<file path="src/rtl/uart_mult_byte_tx.sv">
// Multi-byte 8N1 UART packet transmitter: header, up to _NUM_BYTES payload bytes, optional checksum, tail.
// Define UART_TX_CHKSUM_EN to insert a mod-256 checksum byte (header + payload) before the tail.
module uart_mult_byte_tx #(
  parameter int          CLK_FREQ   = 50_000_000,
  parameter int          UART_BPS   = 115200,
  parameter int          _NUM_BYTES = 12,
  parameter logic [7:0]  _HEAD      = 8'hA5,
  parameter logic [7:0]  _TAIL      = 8'h5A
) (
  input  logic                      sys_clk,
  input  logic                      sys_rst_n,
  input  logic                      tx_start,
  input  logic [7:0]                tx_len,
  input  logic [8*_NUM_BYTES-1:0]   tx_payload,
  output logic                      uart_txd,
  output logic                      tx_busy,
  output logic                      tx_done,
  output logic [7:0]                tx_byte_cnt
);

  localparam int             BPS_CNT   = CLK_FREQ / UART_BPS;
  localparam int             CW        = (BPS_CNT > 1) ? $clog2(BPS_CNT) : 1;
  localparam logic [CW-1:0]  BAUD_LAST = CW'(BPS_CNT - 1);
  localparam logic [7:0]     MAX_LEN   = 8'(_NUM_BYTES);
`ifdef UART_TX_CHKSUM_EN
  localparam logic [7:0]     TRAILER   = 8'd2;
`else
  localparam logic [7:0]     TRAILER   = 8'd1;
`endif

  typedef enum logic [2:0] {IDLE, START, DATA, STOP, DONE} state_e;

  state_e                  state_q, state_d;
  logic [CW-1:0]           baud_q, baud_d;
  logic [2:0]              bit_q, bit_d;
  logic [7:0]              byte_q, byte_d;
  logic [7:0]              len_q, len_d;
  logic [7:0]              shift_q, shift_d;
  logic [8*_NUM_BYTES-1:0] pay_q, pay_d;
`ifdef UART_TX_CHKSUM_EN
  logic [7:0]              chk_q, chk_d;
`endif

  logic [7:0] eff_len;
  logic [7:0] cur_byte;
  logic       is_payload;
  logic       baud_wrap;
  logic       last_byte;

  assign eff_len    = (tx_len == 8'd0 || tx_len > MAX_LEN) ? MAX_LEN : tx_len;
  assign baud_wrap  = (baud_q == BAUD_LAST);
  assign is_payload = (byte_q != 8'd0) && (byte_q <= len_q);
  assign last_byte  = (byte_q == (len_q + TRAILER));

  // Payload register shifts down one byte per sent payload byte, so the next one is always in [7:0]
  always_comb begin
    cur_byte = _TAIL;
    if (byte_q == 8'd0)
      cur_byte = _HEAD;
    else if (is_payload)
      cur_byte = pay_q[7:0];
`ifdef UART_TX_CHKSUM_EN
    else if (byte_q == (len_q + 8'd1))
      cur_byte = chk_q;
`endif
  end

  always_comb begin
    state_d = state_q;
    baud_d  = baud_q;
    bit_d   = bit_q;
    byte_d  = byte_q;
    len_d   = len_q;
    shift_d = shift_q;
    pay_d   = pay_q;
`ifdef UART_TX_CHKSUM_EN
    chk_d   = chk_q;
`endif
    if (state_q != IDLE && state_q != DONE)
      baud_d = baud_wrap ? '0 : baud_q + 1'b1;

    case (state_q)
      IDLE, DONE: begin
        state_d = IDLE;
        baud_d  = '0;
        if (tx_start) begin
          state_d = START;
          bit_d   = 3'd0;
          byte_d  = 8'd0;
          len_d   = eff_len;
          pay_d   = tx_payload;
`ifdef UART_TX_CHKSUM_EN
          chk_d   = _HEAD;
`endif
        end
      end
      START: begin
        if (baud_wrap) begin
          state_d = DATA;
          bit_d   = 3'd0;
          shift_d = cur_byte;
          if (is_payload) begin
            pay_d = pay_q >> 8;
`ifdef UART_TX_CHKSUM_EN
            chk_d = chk_q + cur_byte;
`endif
          end
        end
      end
      DATA: begin
        if (baud_wrap) begin
          shift_d = shift_q >> 1;
          if (bit_q == 3'd7)
            state_d = STOP;
          else
            bit_d = bit_q + 3'd1;
        end
      end
      STOP: begin
        // Next start bit follows the last stop cycle with no idle gap
        if (baud_wrap) begin
          if (last_byte) begin
            state_d = DONE;
          end else begin
            state_d = START;
            byte_d  = byte_q + 8'd1;
          end
        end
      end
      default: state_d = IDLE;
    endcase
  end

  always_ff @(posedge sys_clk or negedge sys_rst_n) begin
    if (!sys_rst_n) begin
      state_q <= IDLE;
      baud_q  <= '0;
      bit_q   <= 3'd0;
      byte_q  <= 8'd0;
      len_q   <= 8'd0;
      shift_q <= 8'd0;
      pay_q   <= '0;
`ifdef UART_TX_CHKSUM_EN
      chk_q   <= 8'd0;
`endif
    end else begin
      state_q <= state_d;
      baud_q  <= baud_d;
      bit_q   <= bit_d;
      byte_q  <= byte_d;
      len_q   <= len_d;
      shift_q <= shift_d;
      pay_q   <= pay_d;
`ifdef UART_TX_CHKSUM_EN
      chk_q   <= chk_d;
`endif
    end
  end

  assign uart_txd    = (state_q == START) ? 1'b0 :
                       (state_q == DATA)  ? shift_q[0] : 1'b1;
  assign tx_busy     = (state_q == START) || (state_q == DATA) || (state_q == STOP);
  assign tx_done     = (state_q == DONE);
  assign tx_byte_cnt = byte_q;

endmodule

</file>
<file path="config.mk">
export PLATFORM = sky130hd
export DESIGN_NAME = uart_mult_byte_tx
export DESIGN_NICKNAME = d
export VERILOG_FILES = /design/src/rtl/uart_mult_byte_tx.sv
export SDC_FILE = /design/constraint.sdc
export NUM_CORES = 1
export LEC_CHECK = 0
export CORE_MARGIN = 3
export CORE_UTILIZATION = 45
export DETAILED_ROUTE_END_ITERATION = 16
export GPL_ROUTABILITY_DRIVEN = 0
export GPL_TIMING_DRIVEN = 0
export PLACE_DENSITY = 0.69
export SYNTH_ARGS = -nofsm -noshare
export SYNTH_HDL_FRONTEND = slang
export SYNTH_SLANG_ARGS = --single-unit
</file>
<file path="constraint.sdc">
create_clock -name sys_clk -period 6.1 [get_ports sys_clk]
set_input_delay 1.22 -clock sys_clk [delete_from_list [all_inputs] [get_ports sys_clk]]
set_output_delay 1.22 -clock sys_clk [all_outputs]
set_load 0.01 [all_outputs]
</file>
-- Word level (Yosys, flattened, before mapping)
Cells that the tools add are included.
- bits in registers: 135
- bits in latches: 0
- RAM bits: 0
- bits in read-only memories: 0
- memories kept: 0
- add/subtract/negate cells: 4
- multiply operators: 0
- divide/modulo/power cells: 0
- $lt $le $gt $ge: 2
- equality and inequality tests: 16
- shift-type cells: 0
- mux-type cells: 31
- bitwise operators: 0
- reductions and logical operators: 22
- operator list (kind ; number):
    $mux W96 ; 3
    $pmux W96 S2 ; 1
    $mux W8 ; 8
    $pmux W8 S2 ; 2
    $mux W3 ; 9
    $mux W9 ; 3
    $add A8 B1 Y8 const B ; 2
    $logic_not A8 Y1 ; 2
    $ne A2 B2 Y1 const B ; 8
    $pmux W3 S4 ; 1
    $reduce_and A4 Y1 ; 3
    $add A9 B1 Y9 const B ; 1
    $eq A9 B9 Y1 const B ; 1
    $pmux W3 S3 ; 1
    $eq A8 B8 Y1 ; 1
    $gt A8 B4 Y1 const B ; 1
    $le A8 B8 Y1 ; 1
    $reduce_bool A2 Y1 ; 4
    $reduce_bool A8 Y1 ; 1
    $eq A3 B2 Y1 const B ; 2
    $eq A3 B3 Y1 const B ; 2
    $reduce_bool A3 Y1 ; 2
    $reduce_and A5 Y1 ; 1
    $add A3 B1 Y3 const B ; 1
    other kinds (9) ; 14

-- Logic depth before layout (Yosys ltp)
Gate-level depths: netlist of the first run.
- depth in word-level cells: 6
- mapped depth: 10
- gate-level depth less buffers: 8

-- Worst setup path before layout of the first run
OpenSTA, ideal clock, no wires.
- path kind: register to register
- start: register byte_q[5], in the netlist tx_byte_cnt[5]
- end: register pay_q[0]
- arrival time: 2.355 ns
- slack: 3.618 ns
- stages on the path, launching flop included: 10
- buffers on the path: 2
- path through: dfrtp_1 > ha_1 > a21o_1 > a21oi_1 > nor2b_1 > o32a_1 > o21ai_4 > buf_6 > buf_6 > mux2_1
- cells in the longest elaborated chain, start to end: 4
- ends and longest elaborated chain (element ; line ; source):
    from (decl) ; 36 ; logic [7:0] byte_q, byte_d;
    from (signal assigned) ; 150 ; byte_q <= byte_d;
    $le A8 B8 Y1 or $reduce_bool A8 Y1 (tied branches) ; 52 ; assign is_payload = (byte_q != 8'd0) && (byte_q <= len_q);
    $logic_and A1 B1 Y1 (*) ; 52 ;
    $ne A2 B2 Y1 (no source line) (*) ; -- ;
    $reduce_and A4 Y1 (no source line) (*) ; -- ;
    to (signal assigned) ; 153 ; pay_q <= pay_d;
    to (decl) ; 39 ; logic [8*_NUM_BYTES-1:0] pay_q, pay_d;
Mark *: on every way between the ends. The rest lies on a longest branch, timed or not.
A chain may end at the register's enable or synchronous reset.

-- Worst setup path in the final report of the first run
- start: register state_q[1]
- end: output tx_done
- cells in the longest elaborated chain, start to end: 1
- ends and longest elaborated chain (element ; line ; source):
    from (decl) ; 33 ; state_e state_q, state_d;
    from (signal assigned) ; 147 ; state_q <= state_d;
    $eq A3 B3 Y1 ; 163 ; assign tx_done = (state_q == DONE);
    to (decl) ; 17 ; output logic tx_done,
Every way passes these cells.

==> results of run 1 <==
-- power breakdown --
part           switching [W]  internal, W  leakage (nW)
Clock               0.000431     0.000536         0.271
Sequential         0.0000863      0.00101          1.61
Combinational       0.000139     0.000237          2.01
Total               0.000656      0.00178          3.88
-- placed cells by master (no fill, tap or decap), types with 3 or more instances in the layout --
master | synthesis | routed
sky130_fd_sc_hd__xnor2_1 | 4 | 4
sky130_fd_sc_hd__nor3_1 | 10 | 10
sky130_fd_sc_hd__nor2_1 | 28 | 28
sky130_fd_sc_hd__clkdlybuf4s50_1 | 0 | 116
sky130_fd_sc_hd__nand2_1 | 39 | 39
sky130_fd_sc_hd__inv_1 | 11 | 11
sky130_fd_sc_hd__clkbuf_1 | 15 | 15
sky130_fd_sc_hd__dfrtp_1 | 135 | 135
sky130_fd_sc_hd__buf_6 | 5 | 6
sky130_fd_sc_hd__a22oi_1 | 4 | 4
sky130_fd_sc_hd__and4_1 | 3 | 3
sky130_fd_sc_hd__buf_2 | 6 | 6
sky130_fd_sc_hd__inv_8 | 0 | 3
sky130_fd_sc_hd__clkbuf_16 | 0 | 17
sky130_fd_sc_hd__clkinv_4 | 0 | 3
sky130_fd_sc_hd__nor4_1 | 4 | 4
sky130_fd_sc_hd__a22o_1 | 8 | 8
sky130_fd_sc_hd__o21ai_0 | 22 | 22
sky130_fd_sc_hd__mux2i_1 | 10 | 10
sky130_fd_sc_hd__buf_4 | 6 | 6
sky130_fd_sc_hd__ha_1 | 15 | 15
sky130_fd_sc_hd__xor2_1 | 8 | 8
sky130_fd_sc_hd__nor2b_1 | 7 | 7
sky130_fd_sc_hd__a21oi_1 | 14 | 14
sky130_fd_sc_hd__inv_6 | 0 | 6
sky130_fd_sc_hd__nand3_1 | 11 | 11
sky130_fd_sc_hd__nand4_1 | 8 | 8
sky130_fd_sc_hd__and3_1 | 7 | 7
sky130_fd_sc_hd__mux2_2 | 156 | 156
sky130_fd_sc_hd__mux2_1 | 20 | 20
sky130_fd_sc_hd__nand2b_1 | 3 | 3
-- per-layer routing --
metal  GRT usage  wire length [um]  part of all wire  vias to the layer above
li1            -                 -                 -                     2398
met1       0.230              6670              0.43                     2450
met2       0.319              7880              0.51                      112
met3      0.0590               812             0.052                       18
met4      0.0583               228             0.015                        0
met5           0                 0                 0                        -
-- state kept, by name, summed over array words and instances (netlist names) --
register	cells
pay_q	96
baud_q	9
len_q	8
shift_q	8
tx_byte_cnt	8
bit_q	3
state_q	3
-- how the worst min path moves through the flow --
stage | end | start | slack, ps
2_1_floorplan | pay_q[74] | pay_q[74] | 450
6_report | baud_q[0] | baud_q[0] | 490
4_1_cts | pay_q[5] | pay_q[5] | 490
3_3_place_gp | pay_q[80] | pay_q[80] | 460
5_1_grt | pay_q[76] | pay_q[76] | 510
3_5_place_dp | pay_q[1] | pay_q[1] | 470
-- cells by family after synthesis --
logic type | Yosys count
DFF | 135
buffers and inverters | 44
adders and majority gates | 15
xor gates and xnor gates | 13
muxes | 186
AOI/OAI and AO/OA | 63
and+or+nand+nor | 131
-- cell type report --
class | count | area, um^2
fill | 1304 | 6210
multi-input combinational | 408 | 3470
sequential | 135 | 3380
timing repair buffer | 118 | 1200
clock buffer | 17 | 425
tap | 211 | 264
buffer | 33 | 193
clock inverter | 15 | 133
inverter | 11 | 41.3
-- worst register-to-register path, cell delays in order, from the launching register on --
cell and delay, ps:
sky130_fd_sc_hd__dfrtp_1 480, sky130_fd_sc_hd__ha_1 360, sky130_fd_sc_hd__nor2b_1 140, sky130_fd_sc_hd__o211ai_1 180, sky130_fd_sc_hd__a21oi_1 120, sky130_fd_sc_hd__o32a_1 400
sky130_fd_sc_hd__o21ai_4 340, sky130_fd_sc_hd__buf_6 220, sky130_fd_sc_hd__buf_6 160, sky130_fd_sc_hd__mux2_1 340
-- through the flow --
stage	power, W	cells	cell area [um^2]	setup WS (ps)
after floorplan	0.00132	587	7080	3620
after global placement	0.00147	915	8510	-1500
after detailed placement	0.00149	916	8540	3080
after CTS	0.00247	948	9100	2720
after global routing	0.00257	948	9100	2570
final	0.00244	948	9100	2710
==> reports/metrics.csv, run 1 <==
metric;value;unit
ratio of cells with drive above 1 in the final layout;0.286;
worst-margin pin slew;751;ps
first-pass GRT wire length;26500;um
Worst Reg-to-Reg Cells;9;
maximum net fanout on the critical path;10;
Vert. Die Dim;131;um
Slowest Stage Delay on Critical Path;500;ps
TritonRoute pass-1 iters;4;
layout-stage area growth over the synthesis result;28.6;%
Final nets;846;
logic depth of the worst path, buffers included;4;
Hold Path Depth;1;
vias in the first global route;5295;
I/O pin total;118;
final routed DRC violation total;0;
count of buffers inserted at the top-level ports;117;
Compound-Gate Fraction of Synth Area;0.0574;
count of antenna-violating nets left after detailed routing;0;
Synth Net Count;709;
minimum hold slack;485;ps
Ant. Diodes;0;
cell class contributing the biggest share of worst-path delay;buffers and inverters;
number of violations reported at the end of detailed-routing iteration 0;293;
type of origin of the critical path;register;
CTS hold repair buffers;0;
total negative slack;0;ps
time the worst path needs with I/O delays and setup;3390;ps
number of buffers and inverters on the critical path;3;
synth unique cells;48;
sequential element share of the synthesized area;0.477;
most used standard cell by instance count after synthesis;sky130_fd_sc_hd__mux2_2;
total number of placement rows;45;
critical path capture point;tx_done;
highest achievable clock rate;0.295;GHz
reg-to-reg endpoint;pay_q[81];
synth cell count leaders;156 x sky130_fd_sc_hd__mux2_2, 135 x sky130_fd_sc_hd__dfrtp_1, 39 x sky130_fd_sc_hd__nand2_1;
path category of the worst min-delay check;register to register;
critical path, cell by cell;clkbuf_1, clkbuf_1, nor3_1, clkdlybuf4s50_1;
leakage power figure;3.88;nW
sum of net half-perimeters after detailed placement;11600;um
setup violation total in the final timing report;0;
Horiz. Die Dim;131;um
post-synthesis simple-gate area fraction;0.0935;
largest area contributor in the synthesized netlist;sky130_fd_sc_hd__dfrtp_1;
Num CTS Buffers;17;
Crit-path slowest cell;sky130_fd_sc_hd__clkdlybuf4s50_1;
maximum number of pins on one net before global-route repair;69;
post-synthesis mux area share;0.294;
number of H-tree branching levels;4;
Max rail drop VDD;205;uV
Worst EP arrival;2170;ps
detailed-route wire length per cell;16.5;um
final clock period utilization by the worst path;0.556;
run status;finished, final reports clean;
required time at the worst-slack endpoint;4880;ps
post-synthesis async set-or-reset flop share;1.00;
clock root cell;sky130_fd_sc_hd__clkbuf_16;
final number of max-transition violations;0;
antenna violations before repair;0;
main area contributors after synthesis;sky130_fd_sc_hd__dfrtp_1 48%, sky130_fd_sc_hd__mux2_2 25%, sky130_fd_sc_hd__mux2_1 3.2%, sky130_fd_sc_hd__ha_1 2.7%, sky130_fd_sc_hd__nand2_1 2.1%;
portion of synthesized cell area occupied by the leading cell type;0.477;
Maximum Capacitance Violations;0;
TritonCTS clock tree;done;
Crit. End Element;output pin;
core occupancy in the finished layout;0.594;
Syn Inst Count;587;
via/cell ratio;5.25;
maximum clock path buffer count;2;
class of the most critical setup path;register to output pin;
flip-flop and latch count after synthesis;135;
Post-Synthesis Cell Area;0.00708;mm^2
main combinational cell family by area after synthesis;multiplexers;
XOR/XNOR Fraction of Synth Area;0.0182;
worst setup skew after layout;9.12;ps
Reg2Reg Launch Point;tx_byte_cnt[1];
clock sinks;135;
minimum setup slack among reg-to-reg paths;3250;ps
Initial Utilization;0.462;
later-pin clock latency in the skew report;420;ps
crit path launch;state_q[1];
share of synthesized cell area in full adder, half adder and majority cells;0.0265;
Core ar.;0.0153;mm^2
GRT Util Overall;0.188;
unrepaired setup endpoints after global routing;false;
max_slew headroom;0.495;
total wirelength of the detailed-routed design;15600;um
Critical Path Most Common Cell;sky130_fd_sc_hd__clkbuf_1;
clock transition time at the flip-flop clock pins of the worst setup and hold paths;60;ps
total via count after detailed routing;4978;
post-CTS repair timing setup buffer count;0;
power density over the cells;268;mW/mm^2
post-cts gate resize count;0;
count of endpoints failing hold in the final timing report;0;
total global routing overflow;0;
Yosys warning total;0;
die area;0.0173;mm^2
most instantiated flip-flop cell in the synthesis netlist;sky130_fd_sc_hd__dfrtp_1;
number of flops mapped to enable cells by yosys;0;
Synth Area per Inst;12.1;um^2
No activity file was read; power rests on OpenSTA's default activity.
==> inputs of run 2 (changes only) <==
--- a/config.mk
+++ b/config.mk
@@ -10,7 +10,7 @@
 export DETAILED_ROUTE_END_ITERATION = 16
 export GPL_ROUTABILITY_DRIVEN = 0
 export GPL_TIMING_DRIVEN = 0
-export PLACE_DENSITY = 0.69
+export PLACE_DENSITY = 0.72
 export SYNTH_ARGS = -nofsm -noshare
 export SYNTH_HDL_FRONTEND = slang
 export SYNTH_SLANG_ARGS = --single-unit
==> constraint.sdc (replaced) <==
create_clock -name sys_clk -period 2.98 [get_ports sys_clk]
set_input_delay 0.596 -clock sys_clk [delete_from_list [all_inputs] [get_ports sys_clk]]
set_output_delay 0.596 -clock sys_clk [all_outputs]
set_load 0.01 [all_outputs]
==> reports/metrics.csv, run 2 (synthesized netlist as in run 1, its figures left out) <==
metric;value;unit;change
run status;finished, final reports clean;;
leakage power figure;3.89;nW;about the same
maximum number of pins on one net before global-route repair;78;;+13%
design area;0.00910;mm^2;about the same
total negative slack;0;ps;unchanged
instance area at placement;0.00854;mm^2;unchanged
Num CTS Buffers;17;;unchanged
minimum setup slack among reg-to-reg paths;160;ps;-3090 ps
sum of net half-perimeters after detailed placement;11900;um;+1.8%
final clock period utilization by the worst path;0.947;;
worst setup skew after layout;11.0;ps;+1.85 ps
most flop-heavy register;pay_q;;
Vert. Die Dim;131;um;unchanged
Max rail drop VDD;405;uV;+98%
vias in the first global route;5388;;+1.8%
clock sinks;135;;unchanged
count of buffers inserted at the top-level ports;117;;unchanged
total wirelength of the detailed-routed design;15800;um;+1.5%
Layout fillers;1236;;-5.2%
unrepaired setup endpoints after global routing;false;;
class of the most critical setup path;register to register;;
TritonRoute pass-1 iters;6;;+2
number of H-tree branching levels;4;;unchanged
total via count after detailed routing;4965;;-0.26%
Maximum Capacitance Violations;0;;unchanged
Crit. End Element;register;;
I/O pin total;118;;unchanged
Ant. Diodes;0;;unchanged
reg-to-reg endpoint;pay_q[2];;
layout-stage area growth over the synthesis result;28.6;%;about the same
number of flip-flops under the largest register name;96;;unchanged
total area of multi-input combinational cells;0.00347;mm^2;unchanged
critical path capture point;pay_q[2];;
via/cell ratio;5.24;;-0.26%
Worst Reg-to-Reg Cells;9;;unchanged
maximum net fanout on the critical path;10;;unchanged
area taken by flip-flops and latches;0.00338;mm^2;unchanged
count of endpoints failing hold in the final timing report;0;;unchanged
required time at the worst-slack endpoint;3270;ps;-1610 ps
total global routing overflow;0;;unchanged
time the worst path needs with I/O delays and setup;2820;ps;
Initial Utilization;0.462;;unchanged
crit path launch;tx_byte_cnt[5];;
ratio of cells with drive above 1 in the final layout;0.280;;-0.00678
worst-margin pin slew;760;ps;+9.18 ps
CTS hold repair buffers;0;;unchanged
highest achievable clock rate;0.354;GHz;
post-cts gate resize count;0;;unchanged
post-CTS repair timing setup buffer count;0;;unchanged
Worst EP arrival;3110;ps;+940 ps
Core ar.;0.0153;mm^2;unchanged
total number of placement rows;45;;unchanged
clock transition time at the flip-flop clock pins of the worst setup and hold paths;60;ps;about the same
max_slew headroom;0.488;;-0.00617
GRT Util Overall;0.189;;+0.000596
number of violations reported at the end of detailed-routing iteration 0;401;;+37%
type of origin of the critical path;register;;
final number of max-transition violations;0;;unchanged
first-pass GRT wire length;26600;um;+0.16%
maximum clock path buffer count;2;;unchanged
setup violation total in the final timing report;0;;unchanged
count of antenna-violating nets left after detailed routing;0;;unchanged
Final nets;846;;unchanged
top flop regs;pay_q x96, baud_q x9;;
clock root cell;sky130_fd_sc_hd__clkbuf_16;;
final routed DRC violation total;0;;unchanged
Reg2Reg Launch Point;tx_byte_cnt[5];;
most frequent cells in the layout;156 x sky130_fd_sc_hd__mux2_2, 135 x sky130_fd_sc_hd__dfrtp_1, 116 x sky130_fd_sc_hd__clkdlybuf4s50_1, 39 x sky130_fd_sc_hd__nand2_1, 28 x sky130_fd_sc_hd__nor2_1;;
detailed-route wire length per cell;16.7;um;+1.5%
Horiz. Die Dim;131;um;unchanged
Total Power;0.00503;W;+110%
later-pin clock latency in the skew report;410;ps;about the same
TritonCTS clock tree;done;;
die area;0.0173;mm^2;unchanged
power density over the cells;553;mW/mm^2;+110%
antenna violations before repair;0;;unchanged
path category of the worst min-delay check;input port to asynchronous set/reset pin;;
most frequent standard cell in the layout excluding fill and tap cells;sky130_fd_sc_hd__mux2_2;;
-- run 2: changes by cell type in the layout (fill, tap and decap cells not counted) --
cell                         before  now
sky130_fd_sc_hd__inv_6            6    0
sky130_fd_sc_hd__clkbuf_1        15   20
sky130_fd_sc_hd__clkinv_2         1    5
sky130_fd_sc_hd__inv_8            3    0
sky130_fd_sc_hd__bufinv_16        0    2
sky130_fd_sc_hd__clkinv_4         3    1
sky130_fd_sc_hd__clkbuf_8         0    1
sky130_fd_sc_hd__clkinvlp_4       2    1
-- run 2: worst min path at each step --
stage                      to  cells past startpoint  slack, ps  startpoint
6_report       tx_byte_cnt[2]                      1        140   sys_rst_n
3_3_place_gp        pay_q[83]                      1        460   pay_q[83]
5_1_grt        tx_byte_cnt[2]                      1        170   sys_rst_n
3_5_place_dp        pay_q[86]                      1        470   pay_q[86]
2_1_floorplan       baud_q[0]                      0        300   sys_rst_n
4_1_cts        tx_byte_cnt[2]                      1        160   sys_rst_n
-- run 2: layout make-up --
type	count	share of cell area
repair buffers	118	0.132
well taps	211	0.0290
multi-input cells	408	0.381
clock buffers	23	0.0503
plain buffers	33	0.0212
clock inverters	9	0.0111
inverters	11	0.00454
flip-flops and latches	135	0.371
-- run 2: power by group --
part / internal [W] / leakage, nW / switching, W
Clock: 0.00125 / 0.275 / 0.000759
Sequential: 0.00207 / 1.61 / 0.000180
Combinational: 0.000487 / 2.01 / 0.000290
-- run 2: routing by layer --
layer  vias to the layer above  global-route usage  part of all wire
li1                       2401                   -                 -
met1                      2404               0.229              0.43
met2                       143               0.322              0.50
met3                        17              0.0597             0.062
met4                         0              0.0566             0.013
met5                         -                   0                 0
-- run 2: through the flow --
step                       util  hold WS (ps)  setup slack [ps]  instances
final                     0.594           141               158        948
after global routing      0.594           168              9.28        948
after CTS                 0.594           155               122        948
after detailed placement  0.558           473               133        916
after global placement    0.556           464             -3980        915
after floorplan               -           300               498        587
-- run 2: critical path: stages (launching register included) --
cell	delay [ps]
sky130_fd_sc_hd__dfrtp_1	470
sky130_fd_sc_hd__ha_1	360
sky130_fd_sc_hd__a21o_1	170
sky130_fd_sc_hd__a21oi_1	150
sky130_fd_sc_hd__nor2b_1	70
sky130_fd_sc_hd__o32a_1	440
sky130_fd_sc_hd__o21ai_4	320
sky130_fd_sc_hd__buf_6	210
sky130_fd_sc_hd__buf_6	170
sky130_fd_sc_hd__mux2_1	340
==> inputs of run 3 (changes only) <==
--- a/config.mk
+++ b/config.mk
@@ -7,6 +7,7 @@
 export LEC_CHECK = 0
 export CORE_MARGIN = 3
 export CORE_UTILIZATION = 45
+export CTS_BUF_LIST = sky130_fd_sc_hd__clkbuf_4 sky130_fd_sc_hd__clkbuf_8
 export DETAILED_ROUTE_END_ITERATION = 16
 export GPL_ROUTABILITY_DRIVEN = 0
 export GPL_TIMING_DRIVEN = 0
==> reports/metrics.csv, run 3 (synthesized netlist as in run 1, its figures left out) <==
metric;value;unit;change
GRT Util Overall;0.186;;-0.00255
Crit-path slowest cell;sky130_fd_sc_hd__dfrtp_1;;
count of antenna-violating nets left after detailed routing;0;;unchanged
count of endpoints failing hold in the final timing report;0;;unchanged
number of flip-flops under the largest register name;96;;unchanged
maximum net fanout on the critical path;10;;unchanged
Horiz. Die Dim;131;um;unchanged
top flop regs;pay_q x96, baud_q x9;;
antenna violations before repair;0;;unchanged
vias in the first global route;5347;;-0.76%
minimum setup slack among reg-to-reg paths;140;ps;-20 ps
maximum number of pins on one net before global-route repair;78;;unchanged
maximum clock path buffer count;2;;unchanged
class of the most critical setup path;register to register;;
ratio of cells with drive above 1 in the final layout;0.286;;+0.00678
number of violations reported at the end of detailed-routing iteration 0;498;;+24%
number of H-tree branching levels;4;;unchanged
total via count after detailed routing;5002;;+0.75%
final routed DRC violation total;0;;unchanged
Core ar.;0.0153;mm^2;unchanged
later-pin clock latency in the skew report;450;ps;+40 ps
worst setup skew after layout;19.8;ps;+8.78 ps
Vert. Die Dim;131;um;unchanged
final clock period utilization by the worst path;0.954;;+0.00736
Num CTS Buffers;17;;unchanged
TritonRoute pass-1 iters;7;;+1
time the worst path needs with I/O delays and setup;2840;ps;+21.9 ps
Crit. End Element;register;;
design area;0.00893;mm^2;-1.9%
Final nets;846;;unchanged
instance area at placement;0.00854;mm^2;unchanged
total wirelength of the detailed-routed design;15800;um;-0.51%
sum of net half-perimeters after detailed placement;11900;um;unchanged
CTS hold repair buffers;0;;unchanged
number of buffers and inverters on the critical path;2;;unchanged
required time at the worst-slack endpoint;3300;ps;+30 ps
die area;0.0173;mm^2;unchanged
Critical Path Most Common Cell;sky130_fd_sc_hd__buf_6;;
most frequent standard cell in the layout excluding fill and tap cells;sky130_fd_sc_hd__mux2_2;;
clock sinks;135;;unchanged
critical path, cell by cell;ha_1, a21o_1, a21oi_1, nor2b_1, o32a_1, o21ai_4, buf_6, buf_6, mux2_1;;
most flop-heavy register;pay_q;;
total global routing overflow;0;;unchanged
Worst Reg-to-Reg Cells;9;;unchanged
post-cts gate resize count;0;;unchanged
TritonCTS clock tree;done;;
unrepaired setup endpoints after global routing;false;;
layout-stage area growth over the synthesis result;26.1;%;
worst setup slack before clock tree synthesis;133;ps;unchanged
Initial Utilization;0.462;;unchanged
leakage power figure;3.82;nW;-1.8%
Total Power;0.00452;W;-10%
total number of placement rows;45;;unchanged
core occupancy in the finished layout;0.583;;-0.0113
cell class contributing the biggest share of worst-path delay;compound AO/OA/AOI/OAI gates;;
final number of max-transition violations;0;;unchanged
type of origin of the critical path;register;;
setup violation total in the final timing report;0;;unchanged
count of buffers inserted at the top-level ports;117;;unchanged
most frequent cells in the layout;156 x sky130_fd_sc_hd__mux2_2, 135 x sky130_fd_sc_hd__dfrtp_1, 116 x sky130_fd_sc_hd__clkdlybuf4s50_1, 39 x sky130_fd_sc_hd__nand2_1, 28 x sky130_fd_sc_hd__nor2_1;;
clock root cell;sky130_fd_sc_hd__clkbuf_8;;
highest achievable clock rate;0.352;GHz;-0.77%
first-pass GRT wire length;26300;um;-1.0%
Max rail drop VDD;350;uV;-14%
worst-margin pin slew;791;ps;+30.4 ps
power density over the cells;506;mW/mm^2;-8.5%
detailed-route wire length per cell;16.6;um;-0.51%
minimum hold slack;97.1;ps;-44.0 ps
Worst EP arrival;3160;ps;+50 ps
run status;finished, final reports clean;;
Maximum Capacitance Violations;0;;unchanged
setup ws final;136;ps;-21.9 ps
I/O pin total;118;;unchanged
path category of the worst min-delay check;input port to asynchronous set/reset pin;;
via/cell ratio;5.28;;+0.75%
Reg2Reg Launch Point;tx_byte_cnt[5];;
clock transition time at the flip-flop clock pins of the worst setup and hold paths;80;ps;+20 ps
Slowest Stage Delay on Critical Path;490;ps;+20 ps
post-CTS repair timing setup buffer count;0;;unchanged
Ant. Diodes;0;;unchanged
max_slew headroom;0.468;;-0.0205
reg-to-reg endpoint;pay_q[2];;
## run 3: cell counts in the layout (fill, tap and decap cells not counted)
No cell type changed its count.
## run 3: layout make-up
class / instances / area [um^2]
Tap cell: 211 / 264
Sequential cell: 135 / 3380
Clock buffer: 23 / 285
Fill cell: 1253 / 6380
Clock inverter: 9 / 101
Buffer: 33 / 193
Multi-Input combinational cell: 408 / 3470
Inverter: 11 / 41.3
Timing Repair Buffer: 118 / 1200
## run 3: layer usage
layer | share of wire | GRT usage | up-vias
met5 | 0 | 0 | -
met4 | 0.013 | 0.0531 | 0
met1 | 0.43 | 0.229 | 2432
met2 | 0.49 | 0.315 | 155
li1 | - | - | 2397
met3 | 0.067 | 0.0605 | 18
## run 3: worst max path at each step
| stage | startpoint | cells past startpoint | end | slack, ps |
|---|---|---|---|---|
| after CTS | tx_byte_cnt[5] | 9 | pay_q[2] | 110 |
| final | tx_byte_cnt[5] | 9 | pay_q[2] | 140 |
| after global routing | tx_byte_cnt[5] | 9 | pay_q[2] | 6 |
| after global placement | sys_rst_n | 1 | pay_q[33] | -3980 |
| after floorplan | tx_byte_cnt[5] | 9 | pay_q[0] | 500 |
| after detailed placement | tx_byte_cnt[5] | 9 | pay_q[2] | 130 |
## run 3: power by group
group          leakage [nW]  internal [W]  switching (W)
sequential             1.61       0.00207       0.000178
combinational          2.01      0.000487       0.000289
clock                 0.205      0.000805       0.000693
## run 3: through the flow
stage / instances / TNS [ps]
finish: 948 / 0
global route: 948 / 0
CTS: 948 / 0
detailed placement: 916 / 0
global placement: 915 / -535690
floorplan: 587 / 0
